### config.mk
export PLATFORM = sky130hd
export DESIGN_NAME = ddr2_imem_loader
export DESIGN_NICKNAME = d
export VERILOG_FILES = /design/src/rtl/ddr2_imem_loader.sv
export SDC_FILE = /design/constraint.sdc
export NUM_CORES = 1
export LEC_CHECK = 0
export ABC_AREA = 0
export CORE_MARGIN = 3
export CORE_UTILIZATION = 50
export CTS_CLUSTER_DIAMETER = 50
export DETAILED_ROUTE_END_ITERATION = 16
export GPL_ROUTABILITY_DRIVEN = 0
export PLACE_DENSITY = 0.81
export SLEW_MARGIN = 20
export SYNTH_ARGS = -nofsm -noshare
export SYNTH_HDL_FRONTEND = slang
export SYNTH_SLANG_ARGS = --single-unit
### constraint.sdc
create_clock -name clk -period 10.5 [get_ports clk]
set_input_delay 3.15 -clock clk [delete_from_list [all_inputs] [get_ports clk]]
set_output_delay 3.15 -clock clk [all_outputs]
set_load 0.005 [all_outputs]
### src/rtl/ddr2_imem_loader.sv
// Copy engine: reads 128-bit lines from DDR2 and writes them as four 32-bit
// words into instruction memory, with a per-line read timeout.
module ddr2_imem_loader #(
    parameter int ADDR_STEP = 8,
    parameter int LEN_W     = 16,
    parameter int TIMEOUT   = 1000000
) (
    input  logic             clk,
    input  logic             reset,
    input  logic             start,
    input  logic [23:0]      src_addr,
    input  logic [11:0]      dst_addr,
    input  logic [LEN_W-1:0] len,
    output logic             ddr2_re,
    output logic [23:0]      ddr2_addr,
    input  logic [127:0]     ddr2_rdata,
    input  logic             ddr2_rend,
    output logic             imem_we,
    output logic [11:0]      imem_a,
    output logic [31:0]      imem_d,
    output logic             busy,
    output logic             done,
    output logic             err
);

    localparam int TW = (TIMEOUT > 2) ? $clog2(TIMEOUT) : 1;
    localparam logic [TW-1:0] T_LIMIT = TW'(TIMEOUT - 1);

    typedef enum logic [2:0] {IDLE, REQ, WAIT, WRITE, RELEASE} state_t;

    state_t             state_r, state_s;
    logic [23:0]        line_addr_r, line_addr_s;
    logic [11:0]        dst_r, dst_s;
    logic [LEN_W-1:0]   left_r, left_s;
    logic [TW-1:0]      tcnt_r, tcnt_s;
    logic [1:0]         k_r, k_s;
    logic [1:0]         k_inc_s;
    logic [127:0]       line_r, line_s;
    logic               ddr2_re_s, imem_we_s, busy_s, done_s, err_s;
    logic [23:0]        ddr2_addr_s;
    logic [11:0]        imem_a_s;
    logic [31:0]        imem_d_s;

    function automatic logic [31:0] word_sel(input logic [127:0] l, input logic [1:0] idx);
        logic [31:0] w;
        case (idx)
            2'd0:    w = l[31:0];
            2'd1:    w = l[63:32];
            2'd2:    w = l[95:64];
            2'd3:    w = l[127:96];
            default: w = 32'd0;
        endcase
        return w;
    endfunction

    // Next-state and next-output computation; every register holds by default.
    always_comb begin
        state_s     = state_r;
        line_addr_s = line_addr_r;
        dst_s       = dst_r;
        left_s      = left_r;
        tcnt_s      = tcnt_r;
        k_s         = k_r;
        line_s      = line_r;
        ddr2_re_s   = ddr2_re;
        ddr2_addr_s = ddr2_addr;
        imem_we_s   = imem_we;
        imem_a_s    = imem_a;
        imem_d_s    = imem_d;
        busy_s      = busy;
        done_s      = done;
        err_s       = err;
        k_inc_s     = k_r + 2'd1;
        case (state_r)
            IDLE: begin
                if (start) begin
                    if (len != {LEN_W{1'b0}}) begin
                        line_addr_s = src_addr;
                        dst_s       = dst_addr;
                        left_s      = len;
                        done_s      = 1'b0;
                        err_s       = 1'b0;
                        busy_s      = 1'b1;
                        ddr2_re_s   = 1'b1;
                        ddr2_addr_s = src_addr;
                        tcnt_s      = {TW{1'b0}};
                        state_s     = REQ;
                    end else begin
                        err_s  = 1'b0;
                        done_s = 1'b1;
                    end
                end else begin
                    state_s = IDLE;
                end
            end
            REQ: begin
                tcnt_s  = tcnt_r + TW'(1);
                state_s = WAIT;
            end
            WAIT: begin
                if (ddr2_rend) begin
                    line_s    = ddr2_rdata;
                    ddr2_re_s = 1'b0;
                    k_s       = 2'd0;
                    imem_we_s = 1'b1;
                    imem_a_s  = dst_r;
                    imem_d_s  = ddr2_rdata[31:0];
                    state_s   = WRITE;
                end else if (tcnt_r == T_LIMIT) begin
                    ddr2_re_s = 1'b0;
                    err_s     = 1'b1;
                    busy_s    = 1'b0;
                    state_s   = IDLE;
                end else begin
                    tcnt_s = tcnt_r + TW'(1);
                end
            end
            WRITE: begin
                if (k_r == 2'd3) begin
                    imem_we_s = 1'b0;
                    dst_s     = dst_r + 12'd4;
                    left_s    = left_r - LEN_W'(1);
                    tcnt_s    = {TW{1'b0}};
                    state_s   = RELEASE;
                end else begin
                    k_s       = k_inc_s;
                    imem_we_s = 1'b1;
                    imem_a_s  = dst_r + {10'd0, k_inc_s};
                    imem_d_s  = word_sel(line_r, k_inc_s);
                end
            end
            RELEASE: begin
                // A completion still high here belongs to the line just written.
                if (!ddr2_rend) begin
                    if (left_r != {LEN_W{1'b0}}) begin
                        line_addr_s = line_addr_r + 24'(ADDR_STEP);
                        ddr2_addr_s = line_addr_r + 24'(ADDR_STEP);
                        ddr2_re_s   = 1'b1;
                        tcnt_s      = {TW{1'b0}};
                        state_s     = REQ;
                    end else begin
                        done_s  = 1'b1;
                        busy_s  = 1'b0;
                        state_s = IDLE;
                    end
                end else if (tcnt_r == T_LIMIT) begin
                    err_s   = 1'b1;
                    busy_s  = 1'b0;
                    state_s = IDLE;
                end else begin
                    tcnt_s = tcnt_r + TW'(1);
                end
            end
            default: begin
                state_s = IDLE;
            end
        endcase
    end

    // State, datapath and output registers.
    always_ff @(posedge clk or posedge reset) begin
        if (reset) begin
            state_r     <= IDLE;
            line_addr_r <= 24'd0;
            dst_r       <= 12'd0;
            left_r      <= {LEN_W{1'b0}};
            tcnt_r      <= {TW{1'b0}};
            k_r         <= 2'd0;
            line_r      <= 128'd0;
            ddr2_re     <= 1'b0;
            ddr2_addr   <= 24'd0;
            imem_we     <= 1'b0;
            imem_a      <= 12'd0;
            imem_d      <= 32'd0;
            busy        <= 1'b0;
            done        <= 1'b0;
            err         <= 1'b0;
        end else begin
            state_r     <= state_s;
            line_addr_r <= line_addr_s;
            dst_r       <= dst_s;
            left_r      <= left_s;
            tcnt_r      <= tcnt_s;
            k_r         <= k_s;
            line_r      <= line_s;
            ddr2_re     <= ddr2_re_s;
            ddr2_addr   <= ddr2_addr_s;
            imem_we     <= imem_we_s;
            imem_a      <= imem_a_s;
            imem_d      <= imem_d_s;
            busy        <= busy_s;
            done        <= done_s;
            err         <= err_s;
        end
    end

endmodule

## Word level (Yosys, flattened, before mapping)

Index checks and enable logic that the tools add are counted.

| storage, ports and cells | value |
|---|---|
| register bits after elaboration | 254 |
| input port bits | 184 |
| output and inout bits | 73 |

| cells by class | value |
|---|---|
| add/sub/neg operators | 6 |
| equality and inequality tests | 23 |
| mux-type cells | 64 |
| reduce and logical (&&, ||, !) cells | 20 |

Operators with widths:

| kind | count |
|---|---|
| two-way mux 20 bit | 7 |
| one-hot mux 32 bit (4 select lines) | 1 |
| one-hot mux 20 bit (5 select lines) | 1 |
| two-way mux 24 bit | 4 |
| two-way mux 32 bit | 2 |
| one-hot mux 32 bit (2 select lines) | 1 |
| two-way mux 12 bit | 5 |
| two-way mux 16 bit | 3 |
| one-hot mux 12 bit (2 select lines) | 2 |
| one-hot mux 24 bit (2 select lines) | 1 |
| one-hot mux 16 bit (2 select lines) | 1 |
| nonzero test 16 bit | 2 |
| adder 24 x 4 -> 24 bit (second input constant) | 1 |
| two-way mux 1 bit | 21 |
| adder 20 x 1 -> 20 bit (second input constant) | 1 |
| equality test 20 bit (second input constant) | 1 |
| inequality test 2 bit (second input constant) | 10 |
| two-way mux 3 bit | 6 |
| subtractor 16 x 1 -> 16 bit (second input constant) | 1 |
| one-hot mux 3 bit (5 select lines) | 1 |
| adder 12 x 2 -> 12 bit | 1 |
| adder 12 x 3 -> 12 bit (second input constant) | 1 |
| inequality test 3 bit (second input constant) | 4 |
| AND reduction 4 bit | 3 |
| other kinds (19) | 32 |

## Logic depth before layout (Yosys ltp)

| logic depth | value |
|---|---|
| word-level depth | 5 |
| mapped depth | 9 |

## Least setup slack after synthesis

OpenSTA, ideal clock, no wires.

| path | value |
|---|---|
| kind | input -> register |
| from | input len[6] |
| to | register dst_r[2] |
| setup time | 0.124 ns |
| arrival | 4.504 ns |
| path slack | 5.872 ns |
| stages | 6 |
| cell sequence | nor4_1 a41oi_1 a21oi_1 clkbuf_1 nor3_1 a211o_1 |

| on the way | value |
|---|---|
| word-level cells in the longest chain between the ends | 3 |

RTL lines:

| what | line | RTL |
|---|---|---|
| start, declared | 13 | `input logic [LEN_W-1:0] len,` |
| nonzero test 16 bit | 77 | `if (len != {LEN_W{1'b0}}) begin` |
| inequality test 2 bit (no source line) | -- |  |
| AND reduction 4 bit (no source line) | -- |  |
| end signal, assigned | 181 | `dst_r <= dst_s;` |
| end, declared | 33 | `logic [11:0] dst_r, dst_s;` |

No other way between the ends.
A chain may end at the register's enable or synchronous reset.

## Worst setup path after layout

| path | value |
|---|---|
| from | input ddr2_rend |
| to | register imem_d[30] |

| on the way | value |
|---|---|
| word-level cells in the longest chain between the ends | 2 |

RTL lines:

| what | line | RTL |
|---|---|---|
| start, declared | 17 | `input logic ddr2_rend,` |
| inequality test 2 bit (no source line) | -- |  |
| AND reduction 3 bit (no source line) | -- |  |
| end signal, assigned | 190 | `imem_d <= imem_d_s;` |
| end, declared | 20 | `output logic [31:0] imem_d,` |

No other way between the ends.

==> impl_metrics.yaml <==
status:
  status: "complete, no violations"
route:
  wl_mm: 31.2
  wl_per_cell_um: 17.8
  drcViolationCount: 0
  vias_per_cell: 5.83
  drt-pass1-iter-count: 5
  antenna_left: 0
  drtIter0Drc: 962
  vias: 10200
critical_path:
  reg2reg_depth: 5
  start_kind: "input port"
  crit_arrival_ps: 5860
  critPathRequiredTime_ps: 10940
  critPathKind: "input port to register"
  crit_fanout: 99
  crit_path_end_kind: "register"
grt:
  antenna_found_initial: 2
  grt_max_degree: 100
  grt_pass1_vias: 9932
  grt_usage_pct: 25.6
  grt_first_pass_wirelength_mm: 50.7
  overflow: 0
place:
  place_area_um2: 13600
  hpwl_mm: 20.5
  post-place-cells: 1706
  numPortBuffers: 256
sta:
  finalSetupTns_ps: 0
  max_freq_mhz: 184
  worstMarginPinSlew_ps: 1030
  finalCritPeriodShare_pct: 51.6
  drv_slew: 0
  finClkSkew_ps: 12.3
  grt_setup_unrepaired: "no"
  setup_viol: 0
  period_needed_ps: 5420
  slew_headroom_pct: 31.3
  hold_viol: 0
cells_and_area:
  finalNonFillerCells: 1757
  drive_above_1_share_pct: 5.68
  final_cell_area_um2: 14600
  area_delta_synth_final_pct: 34.0
  fillCellCount: 1654
  layout.nets: 1658
synth:
  syn_area_per_cell_um2: 8.75
  synth-async-reset-ratio_pct: 100
  synth_nets: 1438
  synth_warnings: 0
  synth-seq-area-share_pct: 51.1
  synth_seq_cells: 222
  syn_area_um2: 10900
  postSynthCellCount: 1242
  synth_edf_count: 0
  synth_top_cell_by_area: "dfrtp_1"
  yosysTopAreaCellShare_pct: 51.1
  ys_types: 70
  yosys-top-cells-area: "dfrtp_1 (51%), nand2_1 (14%), o21ai_0 (3.8%), a21oi_1 (2.9%), a222oi_1 (2.9%)"
  synth_top_flop_cell: "dfrtp_1"
die:
  initial_core_util_pct: 51.4
  coreArea_um2: 21200
  num_io_pins: 257
  die_area_um2: 23500
  fp.dieH_um: 153
  num_rows: 53
  dieWidth_um: 153
clock_tree:
  numCtsBuffers: 28
  h-tree-depth: 1
  clk_latency_ps: 530
  clock-sinks: 222
  cts_post_setup_buffers_inserted: 0
  postCtsHoldBufs: 0
  ctsRootBufferMaster: "clkbuf_16"
  cts_tree: "built"
  clk_pin_slew_ps: 60
  cts_resized: 0
  clk_path_buf_depth: 3
power:
  ir_drop_mv: 0.186
  cellPowerDensity_nw_per_um2: 286
  p_leak_nw: 6.35
  p_total_mw: 4.16
hold_path:
  hp-class: "register to register"
  holdPathStages: 2
job:
  drv_cap: 0
## stage by stage
stage          worst slack [ps]  hold WS [ps]  utilization [%]
2_1_floorplan              1270           445                -
3_3_place_gp               4310           457             64.2
3_5_place_dp               4220           462             64.2
4_1_cts                    4770           477             68.7
5_1_grt                    4850           491             68.8
6_report                   5080           472             68.8
## cells in the final DEF, fill, tap and decap left out, types with 17 or more instances in the layout
cell and instances:
clkbuf_16 29, a21oi_1 64, a222oi_1 32, inv_1 17, nand3_1 24, clkdlybuf4s50_1 256
nand2_1 399, o211ai_1 22, nor3_1 19, o21ai_0 82, nor2_1 66, dfrtp_1 222
## synth_stat cells (3+ instances only)
library cell	count
a21o_1	5
a21oi_1	64
a221o_1	14
a222oi_1	32
a22oi_1	7
a31oi_1	13
a41oi_1	3
and2_1	7
and3_1	11
and4_1	3
buf_1	3
buf_2	10
buf_4	3
clkbuf_1	64
dfrtp_1	222
ha_1	11
inv_1	18
mux2_2	5
nand2_1	399
nand2b_1	3
nand3_1	25
nand4_1	11
nor2_1	66
nor3_1	19
nor3b_1	3
nor4_1	13
o211ai_1	22
o21ai_0	82
o22a_1	10
o22ai_1	14
o2bb2a_2	3
o31ai_1	11
o41ai_1	4
or2_2	3
or3_1	5
or4_1	4
xor2_1	9
## cell families (layout without fill, tap and decap cells)
group | Yosys count | after routing | share of synthesized area [%]
buffers and inverters | 99 | 337 | 3.71
AO/OA/AOI/OAI | 305 | 305 | 18.9
XOR/XNOR | 10 | 10 | 0.806
multiplexers | 7 | 7 | 0.702
flip-flops | 222 | 222 | 51.1
other | 0 | 2 | 0
adder cells (fa/ha/maj) | 12 | 12 | 1.45
AND/OR/NAND/NOR | 587 | 587 | 23.3
## metal layers
layer,up-vias,track usage [%],part of all wire (%)
met1,4951,34.5,41
met5,-,0,0
met4,0,8.70,3.3
met2,368,42.4,49
li1,4844,-,-
met3,83,4.19,6.2
## where the power goes
group | leakage (nW) | total, mW | internal [mW] | switching (mW)
clock network | 0.461 | 0.975 | 0.600 | 0.375
logic | 3.12 | 1.66 | 0.768 | 0.890
registers | 2.76 | 1.53 | 1.23 | 0.298
## path summary, 6_finish.rpt
path,startpoint,to,slack (ps)
worst max-delay path,ddr2_rend,imem_d[30]$_DFFE_PP0P_,5080
worst min-delay path,line_r[102]$_DFFE_PP0P_,line_r[102]$_DFFE_PP0P_,470
worst max register to register,state_r[1]$_DFFE_PP0P_,tcnt_r[8]$_DFFE_PP0P_,7410
worst min register to register,line_r[102]$_DFFE_PP0P_,line_r[102]$_DFFE_PP0P_,470
max in group asynchronous,reset,imem_d[31]$_DFFE_PP0P_,6020
min in group asynchronous,reset,line_r[114]$_DFFE_PP0P_,3100
## registers in the layout, summed over array words and instances (netlist names), 2 cells and up
| register | count |
|---|---|
| imem_a | 12 |
| dst_r | 12 |
| imem_d | 32 |
| tcnt_r | 20 |
| line_addr_r | 24 |
| state_r | 3 |
| k_r | 2 |
| line_r | 96 |
| left_r | 16 |
## final cells by class
cell class / count / area, um2 / area share, %
antenna: 2 / 5.00 / 0.0344
inverter: 18 / 75.1 / 0.516
clock buffer: 35 / 778 / 5.35
clock inverter: 13 / 166 / 1.14
timing repair buffer: 271 / 2700 / 18.5
tap: 275 / 344 / 2.36
sequential: 222 / 5560 / 38.2
multi-input combinational: 921 / 4940 / 33.9
## worst max-delay path, stage by stage
cell and delay (ps):
clkdlybuf4s50_1 670, nand3_4 180, buf_4 720, and2_2 680, buf_16 240, nand2_1 80
o211ai_1 80
No activity file was read; power rests on OpenSTA's default activity.
==> patch 1: new RTL, same flow settings <==
Add an input register stage for `start`, `src_addr`, `dst_addr`, `len`, `ddr2_rdata` and `ddr2_rend`, without a reset; this delays them by one clock.
--- a/src/rtl/ddr2_imem_loader.sv
+++ b/src/rtl/ddr2_imem_loader.sv
@@ -30,2 +30,18 @@
 
+    logic start_q;
+    logic [23:0] src_addr_q;
+    logic [11:0] dst_addr_q;
+    logic [LEN_W-1:0] len_q;
+    logic [127:0] ddr2_rdata_q;
+    logic ddr2_rend_q;
+
+    always_ff @(posedge clk) begin
+        start_q      <= start;
+        src_addr_q   <= src_addr;
+        dst_addr_q   <= dst_addr;
+        len_q        <= len;
+        ddr2_rdata_q <= ddr2_rdata;
+        ddr2_rend_q  <= ddr2_rend;
+    end
+
     state_t             state_r, state_s;
@@ -75,7 +91,7 @@
             IDLE: begin
-                if (start) begin
-                    if (len != {LEN_W{1'b0}}) begin
-                        line_addr_s = src_addr;
-                        dst_s       = dst_addr;
-                        left_s      = len;
+                if (start_q) begin
+                    if (len_q != {LEN_W{1'b0}}) begin
+                        line_addr_s = src_addr_q;
+                        dst_s       = dst_addr_q;
+                        left_s      = len_q;
                         done_s      = 1'b0;
@@ -84,3 +100,3 @@
                         ddr2_re_s   = 1'b1;
-                        ddr2_addr_s = src_addr;
+                        ddr2_addr_s = src_addr_q;
                         tcnt_s      = {TW{1'b0}};
@@ -100,4 +116,4 @@
             WAIT: begin
-                if (ddr2_rend) begin
-                    line_s    = ddr2_rdata;
+                if (ddr2_rend_q) begin
+                    line_s    = ddr2_rdata_q;
                     ddr2_re_s = 1'b0;
@@ -106,3 +122,3 @@
                     imem_a_s  = dst_r;
-                    imem_d_s  = ddr2_rdata[31:0];
+                    imem_d_s  = ddr2_rdata_q[31:0];
                     state_s   = WRITE;
@@ -133,3 +149,3 @@
                 // A completion still high here belongs to the line just written.
-                if (!ddr2_rend) begin
+                if (!ddr2_rend_q) begin
                     if (left_r != {LEN_W{1'b0}}) begin
Function: changed (a bounded check fails within 4 cycles, from zero or initial values and one cycle with reset high).
==> patch 1 against the original RTL <==
Count of clock-buffer cells in the layout is 30 higher. Maximum frequency rose by 15%. Global-route usage is 3.1 points lower. Synthesized area grew 33%. Setup slack better by 0.71 ns. Synthesized cell count increased by 14%. Sequential cell count increased by 182. Highest routed layer is now met5. Wire length rose by 16%. Sequential share of layout area is 11 points higher. Power grew 35%. Final area up 29%.
==> patch 1: results <==
[outcome]
outcome = finished clean

[synth]
yosysSeqAreaShare_pct = 63.4
async_flop_share_pct = 55.0
ys_types = 65
synthTopCellsByArea = dfrtp_1, dfxtp_1, nand2_1
syn-num-nets = 1610
yosys-top-cells-count = nand2_1, dfrtp_1, dfxtp_1
yosysWarnings = 0
ys.flop_type = dfrtp_1

[drt]
drt-met1-wl_um = 15400
wl_met2_um = 17200
drt_iter0_drc = 1329
vias_per_cell = 5.52
wirelength_um = 36100
highest_layer = met5
wl_met3_um = 2330
first_pass_iters = 6

[setup_path]
critPathArrivalTime_ns = 1.56
rrSetupSlack_ns = 7.56
crit_path_end = ddr2_addr[14]
crit_fanout = 9
crit_start = line_addr_r[14]
r2r_end = left_r[9]
critPathMaxStageDelay_ns = 0.57
regToRegStartpoint = state_r[1]
ff2ff_path_depth = 6
cp_slowest_cell = clkdlybuf4s50_1

[cells_and_area]
nets = 1839
fillCellCount = 2097
drive_gt1_share_pct = 8.17
top_regs = ddr2_rdata_q x128, line_r x96, imem_d x32
regMostFlops = ddr2_rdata_q

[clocking]
insertion_delay_ns = 0.52
clockRootBuffer = clkbuf_16
cts_setup_buffers = 0
htreeDepth = 2
cts_made_buffers = 43
path_clk_slew_ns = 0.06

[placement]
post-dp-hpwl_um = 23000
io_buffers = 256

[global_routing]
grt_util_met1_pct = 30.5
grt_max_degree = 114
grt_util_met3_pct = 3.94
first_global_vias = 11000
use_met2_pct = 36.8
grt.total_usage_pct = 22.5
grt_pass1_wl_um = 56800
antenna_found_initial = 3

[power_and_ir_drop]
peakVddDrop_mv = 0.169
leakagePower_nw = 8.07

[timing]
slew_headroom_pct = 26.9
setup_tns_ns = 0
skew_ns = 0.0161
==> patch 1: through the flow <==
step                setup WS, ns  std cells  hold slack, ns  instance area [um2]
floorplan                   1.27       1414           0.398                14500
global placement            5.43       1975           0.402                17300
detailed placement          5.43       1976           0.403                17300
CTS                         5.77       2054           0.412                18700
global route                5.72       2056           0.420                18800
finish                      5.79       2056           0.409                18800
==> patch 1: cell families (layout without fill, tap and decap cells) <==
group,after synthesis,count (layout),share of synthesized area [%]
multiplexers,10,10,0.751
XOR/XNOR,10,10,0.604
other,0,2,0
adder cells (fa/ha/maj),12,12,1.09
buffers and inverters,99,361,2.76
AO/OA/AOI/OAI,286,286,13.8
flip-flops,404,404,63.4
AND/OR/NAND/NOR,593,593,17.6
==> patch 1: how the worst min path moves through the flow <==
stage,startpoint,endpoint,slack [ns],cells past startpoint
CTS,ddr2_rdata_q[36],line_r[36],0.41,2
global route,ddr2_rdata_q[82],line_r[82],0.42,2
global placement,ddr2_rdata_q[81],line_r[81],0.40,2
detailed placement,ddr2_rdata_q[125],line_r[125],0.40,2
floorplan,ddr2_rdata_q[100],line_r[100],0.40,2
finish,ddr2_rdata_q[35],line_r[35],0.41,2
==> patch 1: power by group <==
group          switching [mW]  internal (mW)  total [mW]
Clock                   0.593          0.899        1.49
Sequential              0.332           1.98        2.31
Combinational           0.993          0.832        1.82
==> patch 1: worst min-delay path, cell delays in order, from the launching register on <==
cell and delay [ns]:
dfxtp_1 0.30, nand2_1 0.05, nand2_1 0.04
==> patch 1: area by class of cell <==
class,instances,area [um2],area share (%)
flip-flops and latches,404,9200,49.0
multi-input cells,911,4930,26.3
repair buffers,270,2680,14.3
clock buffers,65,1250,6.66
well taps,378,473,2.52
clock inverters,13,165,0.881
inverters,13,56.3,0.300
diodes,2,5.00,0.0267
==> patch 2: new RTL, same flow settings <==
Without the edit above. Set the parameter `TIMEOUT` to 250000 (it was 1000000).
--- a/src/rtl/ddr2_imem_loader.sv
+++ b/src/rtl/ddr2_imem_loader.sv
@@ -5,3 +5,3 @@
     parameter int LEN_W     = 16,
-    parameter int TIMEOUT   = 1000000
+    parameter int TIMEOUT   = 250000
 ) (
Function: same outputs for any inputs over 4 cycles, from zero or initial values and one cycle with reset high; that may be too few to reach the edited logic, so the function may still have changed.
==> patch 2 against the original RTL <==
Maximum frequency up 0.23%. Highest routed layer unchanged. Final area grew 0.65%. Combinational power decreased by 3%. Die area increased by 0.69%. Synthesized area increased by 0.73%. Worst hold slack better by 0.0029 ns. Clock skew about the same. Sequential cell count is 2 lower. Power up 0.82%. Count of clock-buffer cells in the layout rose by 1. Wire length rose by 3.7%. Critical path depth grew 1. Clock power grew 6%. Setup slack better by 0.013 ns.
==> patch 2: results <==
[synth]
synthTopCellsByArea = dfrtp_1, nand2_1, a222oi_1
ys_types = 68
yosys-top-cells-count = nand2_1, dfrtp_1, nor2_1
synthMuxAreaShare_pct = 0.789
yosysSeqAreaShare_pct = 50.3
synth_xor_area_share_pct = 0.800
synthAdderAreaFrac_pct = 1.44

[drt]
wl_met2_um = 15400
wirelength_um = 32300
vias_per_cell = 5.87
first_pass_iters = 6
drt-met1-wl_um = 13600
drt_iter0_drc = 931

[hold_path]
hold_path_startpoint = line_r[124]
whs_endpoint = line_r[124]

[global_routing]
use_met2_pct = 42.7
grt_pass1_wl_um = 52800
grt_util_met3_pct = 4.67
grt_util_met1_pct = 36.2

[cells_and_area]
drive_gt1_share_pct = 5.86
diodes = 0
nets = 1641

[power_and_ir_drop]
p_comb_share_pct = 38.4
peakVddDrop_mv = 0.145
leakagePower_nw = 6.53

[setup_path]
crit_fanout = 35
crit_start = len[11]
regToRegStartpoint = state_r[0]
cp_slowest_cell = o21bai_4
rrSetupSlack_ns = 6.86
critPathMaxStageDelay_ns = 0.57

[timing]
skew_ns = 0.0119
slew_headroom_pct = 32.5

[outcome]
outcome = finished clean

[placement]
dpl_cell_area_mm2 = 0.0136
## patch 2: changes by cell type after synthesis, moves of 14 or more
cell / change
o21ai_0: -56
nand2_1: -18
a21oi_1: -16
o22a_1: +15
nor2_1: +14
## patch 2: area by class of cell
| type | instances | area (um2) | share of cell area (%) |
|---|---|---|---|
| Sequential cell | 220 | 5510 | 37.6 |
| Clock buffer | 36 | 812 | 5.54 |
| Tap cell | 275 | 344 | 2.35 |
| Multi-Input combinational cell | 907 | 5040 | 34.4 |
| Inverter | 19 | 78.8 | 0.538 |
| Clock inverter | 16 | 210 | 1.43 |
| Timing Repair Buffer | 269 | 2660 | 18.2 |
## patch 2: metrics by stage
step,setup slack (ns),std cells,power [mW]
2_1_floorplan,1.33,1233,2.49
3_5_place_dp,4.58,1690,3.15
3_3_place_gp,4.69,1690,3.09
4_1_cts,5.14,1742,4.21
6_report,5.09,1742,4.20
5_1_grt,4.93,1742,4.47
